$ cat src/rtl/issue_scoreboard.sv
// rtl/issue_scoreboard.sv - one-entry issue buffer with pending-write scoreboard
// Stalls RAW/WAW hazards on long-latency destinations and serializes CSR/system instructions.
module issue_scoreboard #(
    parameter int MaxPending = 4,
    parameter int CntW       = $clog2(MaxPending + 1)
) (
    input  logic        clk_i,
    input  logic        rst_i,
    input  logic        in_valid_i,
    output logic        in_ready_o,
    input  logic [4:0]  in_rs1_i,
    input  logic [4:0]  in_rs2_i,
    input  logic [4:0]  in_rd_i,
    input  logic        in_use_rs1_i,
    input  logic        in_use_rs2_i,
    input  logic        in_long_i,
    input  logic        in_serial_i,
    output logic        out_valid_o,
    input  logic        out_ready_i,
    output logic [4:0]  out_rs1_o,
    output logic [4:0]  out_rs2_o,
    output logic [4:0]  out_rd_o,
    output logic        out_long_o,
    output logic        out_serial_o,
    input  logic        wb_valid_i,
    input  logic [4:0]  wb_rd_i,
    input  logic        serial_done_i,
    input  logic        flush_i,
    output logic [31:0] pending_o,
    output logic        busy_o
);

    typedef enum logic [1:0] {
        ST_RUN,
        ST_DRAIN,
        ST_SERIAL
    } state_e;

    localparam logic [CntW-1:0] MaxCnt = CntW'(MaxPending);

    state_e          state_q, state_d;
    logic            buf_valid_q, buf_valid_d;
    logic [4:0]      buf_rs1_q, buf_rs1_d;
    logic [4:0]      buf_rs2_q, buf_rs2_d;
    logic [4:0]      buf_rd_q, buf_rd_d;
    logic            buf_use_rs1_q, buf_use_rs1_d;
    logic            buf_use_rs2_q, buf_use_rs2_d;
    logic            buf_long_q, buf_long_d;
    logic            buf_serial_q, buf_serial_d;
    logic [31:0]     pending_q, pending_d;
    logic [CntW-1:0] count_q, count_d;

    logic [31:0]     clr;
    logic [31:0]     set;
    logic [31:0]     eff;
    logic            comp;
    logic [CntW-1:0] count_eff;
    logic            hazard;
    logic            issue_ok;
    logic            fire;
    logic            accept;

    always_comb begin
        clr  = '0;
        comp = 1'b0;
        if (wb_valid_i && (wb_rd_i != 5'd0)) begin
            clr  = 32'd1 << wb_rd_i;
            // A writeback for a register that is not pending must not decrement the count.
            comp = pending_q[wb_rd_i];
        end
        eff       = pending_q & ~clr;
        count_eff = count_q - CntW'(comp);

        hazard = (buf_use_rs1_q && eff[buf_rs1_q]) ||
                 (buf_use_rs2_q && eff[buf_rs2_q]) ||
                 (buf_long_q && (buf_rd_q != 5'd0) && eff[buf_rd_q]);

        issue_ok = buf_valid_q && !hazard && (state_q == ST_RUN) &&
                   (!buf_long_q || (count_eff < MaxCnt)) &&
                   (!buf_serial_q || (count_eff == '0));

        out_valid_o = issue_ok && !flush_i;
        fire        = out_valid_o && out_ready_i;
        in_ready_o  = (!buf_valid_q || fire) && !flush_i;
        accept      = in_valid_i && in_ready_o;

        set = '0;
        if (fire && buf_long_q && (buf_rd_q != 5'd0)) begin
            set = 32'd1 << buf_rd_q;
        end
        pending_d = eff | set;
        count_d   = count_eff + CntW'(set != '0);

        buf_valid_d   = buf_valid_q;
        buf_rs1_d     = buf_rs1_q;
        buf_rs2_d     = buf_rs2_q;
        buf_rd_d      = buf_rd_q;
        buf_use_rs1_d = buf_use_rs1_q;
        buf_use_rs2_d = buf_use_rs2_q;
        buf_long_d    = buf_long_q;
        buf_serial_d  = buf_serial_q;
        if (flush_i) begin
            buf_valid_d = 1'b0;
        end else if (accept) begin
            buf_valid_d   = 1'b1;
            buf_rs1_d     = in_rs1_i;
            buf_rs2_d     = in_rs2_i;
            buf_rd_d      = in_rd_i;
            buf_use_rs1_d = in_use_rs1_i;
            buf_use_rs2_d = in_use_rs2_i;
            buf_long_d    = in_long_i;
            buf_serial_d  = in_serial_i;
        end else if (fire) begin
            buf_valid_d = 1'b0;
        end

        state_d = state_q;
        case (state_q)
            ST_RUN: begin
                if (fire && buf_serial_q) begin
                    state_d = ST_SERIAL;
                end else if (buf_valid_q && buf_serial_q && (count_eff != '0) && !flush_i) begin
                    state_d = ST_DRAIN;
                end
            end
            ST_DRAIN: begin
                if (flush_i || (count_eff == '0)) begin
                    state_d = ST_RUN;
                end
            end
            ST_SERIAL: begin
                if (serial_done_i) begin
                    state_d = ST_RUN;
                end
            end
            default: state_d = ST_RUN;
        endcase
    end

    always_ff @(posedge clk_i) begin
        if (rst_i) begin
            state_q       <= ST_RUN;
            buf_valid_q   <= 1'b0;
            buf_rs1_q     <= '0;
            buf_rs2_q     <= '0;
            buf_rd_q      <= '0;
            buf_use_rs1_q <= 1'b0;
            buf_use_rs2_q <= 1'b0;
            buf_long_q    <= 1'b0;
            buf_serial_q  <= 1'b0;
            pending_q     <= '0;
            count_q       <= '0;
        end else begin
            state_q       <= state_d;
            buf_valid_q   <= buf_valid_d;
            buf_rs1_q     <= buf_rs1_d;
            buf_rs2_q     <= buf_rs2_d;
            buf_rd_q      <= buf_rd_d;
            buf_use_rs1_q <= buf_use_rs1_d;
            buf_use_rs2_q <= buf_use_rs2_d;
            buf_long_q    <= buf_long_d;
            buf_serial_q  <= buf_serial_d;
            pending_q     <= pending_d;
            count_q       <= count_d;
        end
    end

    assign out_rs1_o    = buf_rs1_q;
    assign out_rs2_o    = buf_rs2_q;
    assign out_rd_o     = buf_rd_q;
    assign out_long_o   = buf_long_q;
    assign out_serial_o = buf_serial_q;
    assign pending_o    = pending_q;
    assign busy_o       = (count_q != '0) || (state_q != ST_RUN);

endmodule

$ cat config.mk
export PLATFORM = sky130hd
export DESIGN_NAME = issue_scoreboard
export DESIGN_NICKNAME = d
export VERILOG_FILES = /design/src/rtl/issue_scoreboard.sv
export SDC_FILE = /design/constraint.sdc
export NUM_CORES = 1
export LEC_CHECK = 0
export BUFFER_PORTS_ARGS = -buffer_cell sky130_fd_sc_hd__clkbuf_2
export CORE_UTILIZATION = 51
export CTS_BUF_LIST = sky130_fd_sc_hd__clkbuf_16
export DETAILED_ROUTE_END_ITERATION = 12
export GPL_TIMING_DRIVEN = 0
export PLACE_DENSITY_LB_ADDON = 0.15
export REMOVE_ABC_BUFFERS = 1
export SLEW_MARGIN = 20
export SYNTH_ARGS = -nofsm -noshare
export SYNTH_HDL_FRONTEND = slang
export SYNTH_SLANG_ARGS = --single-unit
$ cat constraint.sdc
create_clock -name clk_i -period 5.15 [get_ports clk_i]
set_input_delay 0.515 -clock clk_i [delete_from_list [all_inputs] [get_ports clk_i]]
set_output_delay 0.515 -clock clk_i [all_outputs]
set_load 0.02 [all_outputs]
# After elaboration in Yosys (flattened, before gate mapping)
# Index checks and enable logic that the tools add are counted.
# word_totals
inputBits	31
word_cells	90
reg_bits	57
out_inout_bits	52
# op_classes
shift	2
n_bitwise	4
reduce_logical	43
n_eq_ne	5
n_lt_le_gt_ge	5
n_mux	18
add_sub_neg	2
# ops
cell	count
two-way mux 32 bit	2
<< shifter 1 x 5 -> 32 bit, first input constant	2
AND 32 bit	1
inverter 32 bit	1
OR 32 bit	1
nonzero test 32 bit	1
less-than comparator 5 x 6 -> 1 bit, second input constant	4
binary-select mux 1 bit (select 5 bit)	4
logical AND 1 bit	19
nonzero test 5 bit	2
two-way mux 2 bit	4
logical OR 1 bit	7
two-way mux 1 bit	7
case mux 2 bit (3 select lines)	1
nonzero test 3 bit	2
zero test 1 bit	5
!= test 2 bit, second input constant	2
nonzero test 2 bit	2
adder 3 x 1 -> 3 bit	1
zero test 3 bit	1
less-than comparator 3 bit, second input constant	1
!= test 3 x 1 -> 1 bit, second input constant	1
AND reduction 3 bit	1
subtractor 3 x 1 -> 3 bit	1
other kinds (6)	6

# Longest topological paths before layout
# Gate-level depths: netlist of the first run.
# depth
ltp_word	22
depth_mapped	23
mapped_depth_nobuf	19

# Worst setup path after synthesis of the first run
# OpenSTA, ideal clock, no wires.
# synth_timing
kind	in2out
startpoint	input wb_rd_i[0]
endpoint	output in_ready_o
setup_slack_ns	-0.087
required_time_ns	4.635
arrival_time_ns	4.722
stages	18
path_buffers	4
path_cell_list	buf_2 > buf_1 > mux4_2 > mux4_2 > nand2b_1 > o211a_1 > ha_1 > ha_1 > xor2_1 > nor3_1 > o21ai_0 > a221oi_1 > a22oi_1 > nor4_2 > nand3_2 > buf_6 > clkbuf_1 > a21oi_1
# synth_via
elab_chain_len	19
elab_cells_between_ends	34
classes_between	add/sub (1); order compare (1); shift (1); mux (10); bitwise (2); reduce/logical (19)
# synth_rtl
element	line_no	rtl
from (decl)	26	input logic [4:0] wb_rd_i,
parallel branches: the longest is 14 deep, another holds subtractor 3 x 1 -> 3 bit	--	
logical AND 1 bit *	79	(!buf_long_q || (count_eff < MaxCnt)) &&
logical AND 1 bit *	82	out_valid_o = issue_ok && !flush_i;
logical AND 1 bit *	83	fire = out_valid_o && out_ready_i;
logical OR 1 bit *	84	in_ready_o = (!buf_valid_q || fire) && !flush_i;
logical AND 1 bit *	84	
to (decl)	10	output logic in_ready_o,
# Mark *: on every way between the ends. The select of a mux whose other input is x is not followed.

# Worst setup path after layout of the first run
# Ends and elaborated chain as after synthesis.

==> key figures, run 1 <==
Run status
  • Run status: complete, no violations

Worst hold path
  • Hold Path Stages: 3
  • Hold Startpoint: in_rs2_i[2]
  • Hold Path Sink: out_rs2_o[2]
  • Hold WC Path Type: input port to flop

Timing
  • Tightest Pin Transition: around 1.1 ns
  • Fmax: around 200 MHz
  • Setup repair after global routing missed its margin: no
  • Fin crit share: 0.972
  • Worst Clk Skew: about 0.0095 ns
  • Hold slack: 0.412 ns
  • Final setup fails: 0
  • Slew Limit Fails: 0
  • Final Hold Vio Count: 0
  • Period minus WS final: 5.01 ns
  • Relative slew margins: 0.266

Power
  • Cell Int Power: 0.871 mW
  • Highest ir drop seen on vdd: around 0.17 mV
  • Flop pwr share: 0.401
  • Clock power frac: 0.475
  • Logic gate share of total power: 0.125
  • NetSw: around 0.34 mW
  • Power Total: 1.21 mW
  • Sw Ratio: 0.279
  • Pleak: around 1.8 nW
  • PD cells: 252 nW/um^2

Floorplanning
  • # rows: 32
  • Die area: about 8400 um^2
  • Die span in y: just over 90 um
  • Initial Util: 0.529
  • Die span in x: just over 90 um
  • CORE AREA: between 7000 and 8000 um^2
  • I/O Pins: 83

Flow run
  • Max Cap Viol: 0

Logic synthesis
  • Prevailing post-synth register cell: dfxtp_1
  • Synth cell types: between 60 and 70
  • Post-Syn Area: 4110 um^2
  • Avg Cell Area, Syn: 8.39 um^2
  • Synthesized flop and latch total: 57
  • Yosys warns: 0
  • Post-synth ARST share: 0
  • Post-synth EDFFs: 0
  • Cells after Synth: 490
  • Sequential share of the synthesized area: 0.278

Worst setup path
  • Crit path cell chain: clkbuf_8 > mux4_2 > mux4_2 > nand2b_1 > o211a_1 > ha_1 > ha_1 > xor2_1 > nor3_2 > o21ai_0 > a221oi_1 > a22oi_1 > nor4_4 > nand3_4 > a21oi_1 > clkbuf_2
  • Worst reg2reg endpoint: out_rd_o[2]
  • R2R depth: 15
  • R2R setup slack: 0.43 ns
  • Worst endpoint data arrival time: 4.49 ns
  • CP startpoint: wb_rd_i[0]
  • Crit start category: input port
  • WP data required: 4.64 ns
  • CP Class: input port to output pin
  • CP endpoint kind: output pin
  • RR Startpoint: pending_o[22]
  • Crit path max fanout: 21
  • CP max-delay cell: mux4_2
  • Max incr delay on CP: 0.59 ns

Clocking
  • Root buf cell: clkbuf_16
  • CTS tree: done
  • Clock Sinks: 57
  • Clk pin slew, worst setup/hold paths: 0.05 ns
  • Total CTS buffers: 9
  • H-tree Lvls: 3
  • Clk buf depth: 2
  • Clk_lat worst skew: 0.33 ns

Route
  • Vias post-DR: 4440
  • Routed WL per cell: around 22 um
  • Final wirelength: about 14 mm
  • First-pass iteration count of the detailed router: 5
  • Initial DRC count: 434
  • Vias per std cell: about 6.9
  • Remaining antenna violation count: 0
  • # DRC: 0

Finish
  • Non-filler cells, final: 648
  • Commonest non-fill, non-tap cell in the layout: clkbuf_2
  • Finished Cell Area: 4790 um^2
  • Fin nets: 577
  • Share of layout cells above drive strength 1: 0.244
  • # diodes: 0
  • Most frequent cells in the layout: clkbuf_2, nand2_1, dfxtp_1, o21ai_0, mux2i_1
  • Synth-to-Final Area Change: 16.6%

Global routing
  • First-pass GRT wire length: 21.8 mm
  • Vias in the first global route: 3994
  • Antenna violations before repair: 0
  • Pin count of the biggest net entering global routing: between 50 and 60
  • GRT Resource Usage Total: 0.340
  • Congestion Overflow GR: 0

Placed design
  • GPL Wtd Cong: 0.938
  • Port bufs: 82
  • Final HPWL DP: 9.89 mm
  • Area after DPL: 4470 um^2
  • Placed Cells: 632
## worst max-delay path, delay by kind of cell
family,cells,cell delay [ns]
AO/OA/AOI/OAI,5,0.95
adder cells (fa/ha/maj),2,0.41
buffers and inverters,2,0.40
AND/OR/NAND/NOR,4,0.92
XOR/XNOR,1,0.21
multiplexers,2,1.05
## how the worst max path moves through the flow
stage | end | slack (ns) | depth (start not counted)
floorplan | buf_use_rs1_q | -0.07 | 15
global placement | buf_use_rs1_q | -1.64 | 16
detailed placement | out_rd_o[2] | -0.65 | 16
CTS | in_ready_o | 0.03 | 16
global route | in_ready_o | 0.03 | 16
finish | in_ready_o | 0.14 | 16
## sequential cells by signal, summed over array words and instances (netlist names)
| name | flops |
|---|---|
| out_rd_o | 5 |
| count_q | 3 |
| out_serial_o | 1 |
| out_rs1_o | 5 |
| buf_valid_q | 1 |
| out_rs2_o | 5 |
| buf_use_rs1_q | 1 |
| pending_o | 32 |
| state_q | 2 |
| out_long_o | 1 |
| buf_use_rs2_q | 1 |
## kinds of logic after synthesis
logic type | after synthesis | share of synthesized area
simple gates | 193 | 0.257
compound gates | 126 | 0.218
flops | 57 | 0.278
buf+inv | 54 | 0.0563
mux | 50 | 0.166
xor+xnor | 6 | 0.0128
fa+ha+maj | 4 | 0.0122
## area by class of cell
class	count	area, um^2
fillers	731	2970
inverters	12	45.0
well taps	102	128
clock inverters	6	52.6
repair buffers	82	422
flip-flops and latches	57	1140
clock buffers	9	225
multi-input cells	380	2780
## layer usage
metal | vias up | global-route usage | wire [um]
met2 | 277 | 0.516 | 6380
li1 | 1982 | - | -
met3 | 41 | 0.0597 | 1250
met5 | - | 0 | 0
met1 | 2140 | 0.467 | 6000
met4 | 0 | 0.165 | 432
## synthesized netlist by cell type, drive strengths merged (12+ instances only)
| cell type | instances | area, um^2 |
|---|---|---|
| a21oi | 17 | 85.1 |
| buf | 15 | 85.1 |
| clkbuf | 27 | 101 |
| dfxtp | 57 | 1140 |
| mux2i | 30 | 300 |
| mux4 | 14 | 315 |
| nand2 | 67 | 251 |
| nand2b | 13 | 81.3 |
| nand3 | 21 | 110 |
| nor2 | 13 | 48.8 |
| nor3 | 14 | 70.1 |
| o21ai | 34 | 174 |
| o31ai | 12 | 105 |
## power groups by stage
| stage | sequential, mW | combinational, mW | clock (mW) |
|---|---|---|---|
| global placement | 0.491 | 0.142 | 0 |
| floorplan | 0.488 | 0.0784 | 0 |
| detailed placement | 0.491 | 0.145 | 0 |
| finish | 0.484 | 0.151 | 0.573 |
| global route | 0.485 | 0.162 | 0.598 |
| CTS | 0.482 | 0.147 | 0.574 |
## metrics by stage
step	setup WS, ns	utilization	TNS [ns]
3_5_place_dp	-0.653	0.576	-22.54
4_1_cts	0.0263	0.615	0
2_1_floorplan	-0.0699	-	-1.33
6_report	0.142	0.617	0
5_1_grt	0.0286	0.617	0
3_3_place_gp	-1.64	0.575	-38.35
## repair_timing
item                                    4_1_cts  5_1_grt
endpoints found under the setup margin       43       20
cloned                                        0        1
pin swaps                                     0        2
hold buffers                                  0        0
setup buffers                                 0        0
resized for setup                             5        1
Power figures use the tool's default switching activity.
==> run 2: changes to the inputs <==
--- a/config.mk
+++ b/config.mk
@@ -5,11 +5,14 @@
 export SDC_FILE = /design/constraint.sdc
 export NUM_CORES = 1
 export LEC_CHECK = 0
+export ABC_AREA = 1
 export BUFFER_PORTS_ARGS = -buffer_cell sky130_fd_sc_hd__clkbuf_2
 export CORE_UTILIZATION = 51
 export CTS_BUF_LIST = sky130_fd_sc_hd__clkbuf_16
 export DETAILED_ROUTE_END_ITERATION = 12
+export GPL_ROUTABILITY_DRIVEN = 0
 export GPL_TIMING_DRIVEN = 0
+export MAX_ROUTING_LAYER = met4
 export PLACE_DENSITY_LB_ADDON = 0.15
 export REMOVE_ABC_BUFFERS = 1
 export SLEW_MARGIN = 20
==> key figures, run 2 <==
Worst setup path
  • Critical Path Most Common Cell: ha_1
  • Crit path cell chain: clkbuf_2 > inv_2 > nand2_2 > inv_1 > a22oi_1 > a31oi_1 > a221oi_1 > a311oi_1 > ha_1 > ha_1 > or2_2 > nand2_1 > inv_1 > nor3_1 > nor2_1 > a21oi_1 > nand4_1 > a21oi_2 > nand4_2 > nor2_4 > ha_1 > ha_1 > xor2_1 > nor2_1
  • CP max-delay cell: nor2_4
  • CP Class: input port to flop
  • CP startpoint: wb_rd_i[1]
  • RR Startpoint: pending_o[0]
  • R2R depth: 22
  • CP endpoint: count_q[2]
  • Crit path max fanout: 16
  • WP buf/inv: 4
  • CP endpoint kind: flop
  • WP data required: 5.34 ns
  • Max incr delay on CP: 0.52 ns
  • Crit path max-delay family: simple AND/OR/NAND/NOR gates
  • R2R setup slack: between 0.6 and 0.7 ns
  • Worst path depth: 24
  • Crit start category: input port
  • Worst reg2reg endpoint: count_q[2]
  • Worst endpoint data arrival time: 4.95 ns

Finish
  • Most frequent cells in the layout: nand2_1, nand3_1, inv_1, nor2_1, clkbuf_2
  • Fin nets: 826
  • Share of layout cells above drive strength 1: 0.143
  • # diodes: 0
  • Max reg flops: 32
  • Commonest non-fill, non-tap cell in the layout: nand2_1
  • Final Util: 0.606
  • Synth-to-Final Area Change: 15.8%
  • Non-filler cells, final: ~900

Logic synthesis
  • Cells after Synth: 740
  • Yosys warns: 0
  • Most frequent cell after synthesis: nand2_1
  • Prevailing post-synth register cell: dfxtp_1
  • Avg Cell Area, Syn: 5.78 um^2
  • Synthesized flop and latch total: 57
  • Leading area contributor after synthesis: dfxtp_1
  • Synth cell types: 39
  • Post-synth EDFFs: 0
  • Yosys top cell area share: 0.267
  • Post-synth ARST share: 0
  • Synth top cells by count: nand2_1, nand3_1, inv_1, nor2_1, dfxtp_1
  • Sequential share of the synthesized area: 0.267
  • Synth area leaders: dfxtp_1, nand2_1, nand3_1
  • Post-Syn Area: 4280 um^2

Route
  • First-pass iteration count of the detailed router: 8
  • Vias per std cell: 6.03
  • Vias post-DR: 5434
  • Final wirelength: 15.7 mm
  • Remaining antenna violation count: 0
  • # DRC: 0
  • Routed WL per cell: 17.4 um
  • Initial DRC count: 660

Timing
  • Final Hold Vio Count: 0
  • Slew Limit Fails: 0
  • Relative slew margins: 0.220
  • Final setup fails: 0
  • Fin crit share: 0.925
  • Worst Clk Skew: just over 0.006 ns
  • Post-Route Setup TNS: 0 ns
  • Tightest Pin Transition: 1.17 ns
  • Setup repair after global routing missed its margin: no
  • Period minus WS final: 4.76 ns
  • Fmax: 210 MHz

Floorplanning
  • Die span in x: around 94 um
  • CORE AREA: 8180 um^2
  • Die span in y: 93.6 um
  • Initial Util: 0.523
  • I/O Pins: 83
  • Die area: around 8800 um^2
  • # rows: 33

Power
  • Flop pwr share: 0.347
  • NetSw: approximately 0.41 mW
  • Highest ir drop seen on vdd: 0.166 mV
  • Pleak: 2.36 nW
  • Logic gate share of total power: 0.166
  • PD cells: roughly 280 nW/um^2
  • Sw Ratio: 0.295
  • Clock power frac: 0.487
  • Cell Int Power: 0.992 mW

Clocking
  • Root buf cell: clkbuf_16
  • CTS tree: done
  • Clk pin slew, worst setup/hold paths: ~0.05 ns
  • Clk_lat worst skew: between 0.3 and 0.4 ns
  • Clk buf depth: 2
  • H-tree Lvls: 3
  • Total CTS buffers: 9
  • Clock Sinks: 57

Placed design
  • Final HPWL DP: 10.5 mm
  • Port bufs: 82
  • Placed Cells: 884

Global routing
  • Antenna violations before repair: 0
  • Congestion Overflow GR: 0
  • GRT Resource Usage Total: 0.369
  • Pin count of the biggest net entering global routing: 38
  • Vias in the first global route: around 4900
  • First-pass GRT wire length: 24.3 mm

Run status
  • Run status: complete, no violations

Worst hold path
  • Hold Path Stages: 4
  • Hold WC Path Type: input port to flop

Flow run
  • Max Cap Viol: 0
==> run 2: changes by cell type in the layout (fill, tap and decap cells not counted), sizes merged, moves of 12 or more <==
cell    change
nand3      +89
inv        +90
nand2b     -13
nand2     +127
nand4      +22
o21ai      -18
mux2i      -30
mux4       -14
o31ai      -12
nor2       +75
a21oi      +39
==> run 2: cell type report <==
cell class,instances,area [um^2]
Fill cell,822,3220
Clock buffer,9,225
Clock inverter,7,109
Tap cell,105,131
Timing Repair Buffer,82,410
Sequential cell,57,1140
Inverter,105,394
Multi-Input combinational cell,536,2540
==> run 2: power by group through the flow <==
stage / Combinational, mW / Clock [mW] / Sequential (mW)
3_3_place_gp: 0.220 / 0 / 0.494
4_1_cts: 0.225 / 0.684 / 0.485
2_1_floorplan: 0.133 / 0 / 0.493
5_1_grt: 0.257 / 0.706 / 0.488
6_report: 0.234 / 0.684 / 0.488
3_5_place_dp: 0.223 / 0 / 0.494
==> run 2: routing by layer <==
layer	vias to the layer above	wire [um]	GRT usage
met1	2416	6110	0.467
met2	431	6720	0.541
met5	-	0	-
met3	79	2180	0.0886
li1	2508	-	-
met4	0	694	0.200
==> run 2: tightest hold or removal path, delay by kind of cell <==
kind | cells | cell delay (ns)
buf+inv | 2 | 0.13
simple gates | 1 | 0.05
compound gates | 1 | 0.05
==> run 2: logic make-up (layout without fill, tap and decap cells) <==
group                    Yosys count  in the layout  synth area share
buffers and inverters            148            203             0.142
XOR/XNOR                           1              1           0.00205
flip-flops                        57             57             0.267
AO/OA/AOI/OAI                     97             97             0.129
AND/OR/NAND/NOR                  433            434             0.449
adder cells (fa/ha/maj)            4              4            0.0117
==> run 2: per-stage QoR <==
stage / setup WS (ns) / area (um^2) / power, mW / hold slack (ns)
after floorplan: 1.18 / 4060 / 0.626 / 0.486
after global placement: 0.249 / 4610 / 0.714 / 0.508
after detailed placement: 0.0315 / 4610 / 0.718 / 0.508
after CTS: 0.368 / 4940 / 1.39 / 0.454
after global routing: 0.0476 / 4950 / 1.45 / 0.481
final: 0.386 / 4950 / 1.41 / 0.460
==> run 2: what timing repair did <==
item	in CTS	in global routing
setup buffers	0	0
endpoints found under the setup margin	0	2
hold buffers	0	0
gates resized for setup	0	1
==> run 2: worst min-delay path by stage <==
| stage | to | slack [ns] | from |
|---|---|---|---|
| detailed placement | buf_use_rs1_q | 0.51 | buf_use_rs1_q |
| global placement | buf_use_rs1_q | 0.51 | buf_use_rs1_q |
| floorplan | buf_use_rs1_q | 0.49 | buf_use_rs1_q |
| CTS | state_q[1] | 0.45 | serial_done_i |
| finish | state_q[1] | 0.46 | serial_done_i |
| global route | state_q[1] | 0.48 | serial_done_i |
==> run 3: changes to the inputs <==
--- a/config.mk
+++ b/config.mk
@@ -5,16 +5,16 @@
 export SDC_FILE = /design/constraint.sdc
 export NUM_CORES = 1
 export LEC_CHECK = 0
-export ABC_AREA = 1
 export BUFFER_PORTS_ARGS = -buffer_cell sky130_fd_sc_hd__clkbuf_2
 export CORE_UTILIZATION = 51
 export CTS_BUF_LIST = sky130_fd_sc_hd__clkbuf_16
 export DETAILED_ROUTE_END_ITERATION = 12
 export GPL_ROUTABILITY_DRIVEN = 0
-export GPL_TIMING_DRIVEN = 0
+export GPL_TIMING_DRIVEN = 1
 export MAX_ROUTING_LAYER = met4
 export PLACE_DENSITY_LB_ADDON = 0.15
 export REMOVE_ABC_BUFFERS = 1
+export SKIP_LAST_GASP = 1
 export SLEW_MARGIN = 20
 export SYNTH_ARGS = -nofsm -noshare
 export SYNTH_HDL_FRONTEND = slang
==> key figures, run 3 (synthesized netlist as in run 1, its figures left out) <==
Worst setup path
  • Worst endpoint data arrival time: 4.24 ns
  • CP endpoint kind: output pin
  • CP Class: input port to output pin
  • WP data required: roughly 4.6 ns
  • R2R setup slack: around 0.61 ns
  • Crit path max fanout: 14
  • Crit start category: input port

Finish
  • Most frequent cells in the layout: clkbuf_2, nand2_1, dfxtp_1, o21ai_0, mux2i_1
  • Commonest non-fill, non-tap cell in the layout: clkbuf_2
  • Max reg flops: 32
  • Synth-to-Final Area Change: 17.5%
  • Fin nets: about 590
  • Finished Cell Area: 4830 um^2
  • Share of layout cells above drive strength 1: 0.254
  • # diodes: 0

Clocking
  • Root buf cell: clkbuf_16
  • CTS tree: done
  • H-tree Lvls: 3
  • Clk pin slew, worst setup/hold paths: 0.06 ns
  • Cts hold-fix bufs: 0
  • Total CTS buffers: 9
  • Clk_lat worst skew: roughly 0.34 ns
  • Clock Sinks: 57
  • Clk buf depth: 2

Global routing
  • First-pass GRT wire length: 22.0 mm
  • Met3 global-route usage: 0.0804
  • Pin count of the biggest net entering global routing: roughly 50
  • Congestion Overflow GR: 0
  • Grt met1 use: 0.448
  • Met2 Use GR: 0.525
  • Vias in the first global route: slightly above 4000
  • Antenna violations before repair: 0
  • GRT Resource Usage Total: 0.352
  • Most used routing layer: met2

Timing
  • Slew Limit Fails: 0
  • Period minus WS final: approximately 4.8 ns
  • Final Hold Vio Count: 0
  • Final setup fails: 0
  • Fmax: 210 MHz
  • Fin crit share: 0.923
  • Tightest Pin Transition: 0.898 ns
  • Relative slew margins: 0.400
  • Setup repair after global routing missed its margin: no
  • Worst Clk Skew: 0.00694 ns

Floorplanning
  • Die area: approximately 8400 um^2
  • Initial Util: 0.529
  • Die span in x: 91.8 um
  • # rows: 32
  • CORE AREA: 7770 um^2
  • I/O Pins: 83
  • Die span in y: 91.8 um

Route
  • Initial DRC count: 571
  • Vias per std cell: between 6 and 7
  • Vias post-DR: 4497
  • Remaining antenna violation count: 0
  • First-pass iteration count of the detailed router: 7
  • Final wirelength: 14.1 mm
  • Routed WL per cell: 21.4 um
  • # DRC: 0

Placed design
  • Port bufs: 82
  • Area after DPL: 4530 um^2
  • Final HPWL DP: 10.1 mm

Power
  • Highest ir drop seen on vdd: 0.157 mV
  • Power Total: 1.22 mW
  • Pleak: 1.84 nW
  • PD cells: between 200 and 300 nW/um^2

Flow run
  • Max Cap Viol: 0

Run status
  • Run status: complete, no violations

Worst hold path
  • Hold WC Path Type: input port to flop
==> run 3: cell count changes in the layout (fill, tap and decap cells not counted), sizes merged, moves of 14 or more <==
cell / previous run / this run
a21oi: 56 / 17
inv: 103 / 11
mux2i: 0 / 30
mux4: 0 / 14
nand2: 194 / 67
nand3: 111 / 21
nand4: 30 / 8
nor2: 88 / 13
o21ai: 16 / 34
==> run 3: routing by layer <==
metal  wire, um  up-vias
li1           -     2002
met1       5470     2111
met2       6320      322
met3       1610       62
met4        656        0
met5          0        -
==> run 3: worst max-delay path: stages <==
cell,delay (ns)
clkbuf_4,0.24
mux4_2,0.54
mux4_2,0.46
nand2b_1,0.15
o211a_1,0.18
ha_1,0.20
ha_1,0.19
xor2_1,0.20
nor3_1,0.29
o21ai_0,0.15
a221oi_1,0.22
a22oi_1,0.12
nor4_2,0.32
nand3_2,0.14
a21oi_1,0.16
clkbuf_2,0.18
==> run 3: report_power, final <==
| group | switching (mW) | internal [mW] | leakage (nW) | total, mW |
|---|---|---|---|---|
| sequential | 0.0277 | 0.451 | 0.462 | 0.479 |
| combinational | 0.0930 | 0.0557 | 1.24 | 0.149 |
| clock | 0.219 | 0.369 | 0.139 | 0.588 |
| total | 0.340 | 0.875 | 1.84 | 1.22 |
==> run 3: per-stage QoR <==
| stage | utilization | hold slack, ns | setup TNS, ns | cells | setup slack (ns) |
|---|---|---|---|---|---|
| finish | 0.622 | 0.403 | 0 | 657 | 0.395 |
| floorplan | - | 0.456 | -1.33 | 448 | -0.0699 |
| global placement | 0.583 | 0.469 | 0 | 640 | 0.315 |
| CTS | 0.620 | 0.403 | 0 | 655 | 0.124 |
| detailed placement | 0.583 | 0.478 | 0 | 640 | 0.127 |
| global route | 0.622 | 0.410 | 0 | 657 | 0.170 |
==> run 3: worst paths after layout <==
check	startpoint	to	cells past startpoint
max	wb_rd_i[0]	in_ready_o	16
min	in_rs2_i[2]	out_rs2_o[2]	3
max reg2reg	pending_o[18]	pending_o[25]	16
min reg2reg	buf_use_rs2_q	buf_use_rs2_q	2
==> run 3: layout make-up <==
cell class	count	area, um^2
fillers	711	2940
multi-input cells	379	2740
flip-flops and latches	57	1140
repair buffers	92	488
clock buffers	9	225
well taps	102	128
clock inverters	6	60.1
inverters	12	45.0
==> run 3: repair_timing <==
action | in CTS | in global routing
resized for setup | 0 | 2
endpoints found under the setup margin | 0 | 1
setup buffers | 0 | 2
hold endpoints to repair | 0 | 0
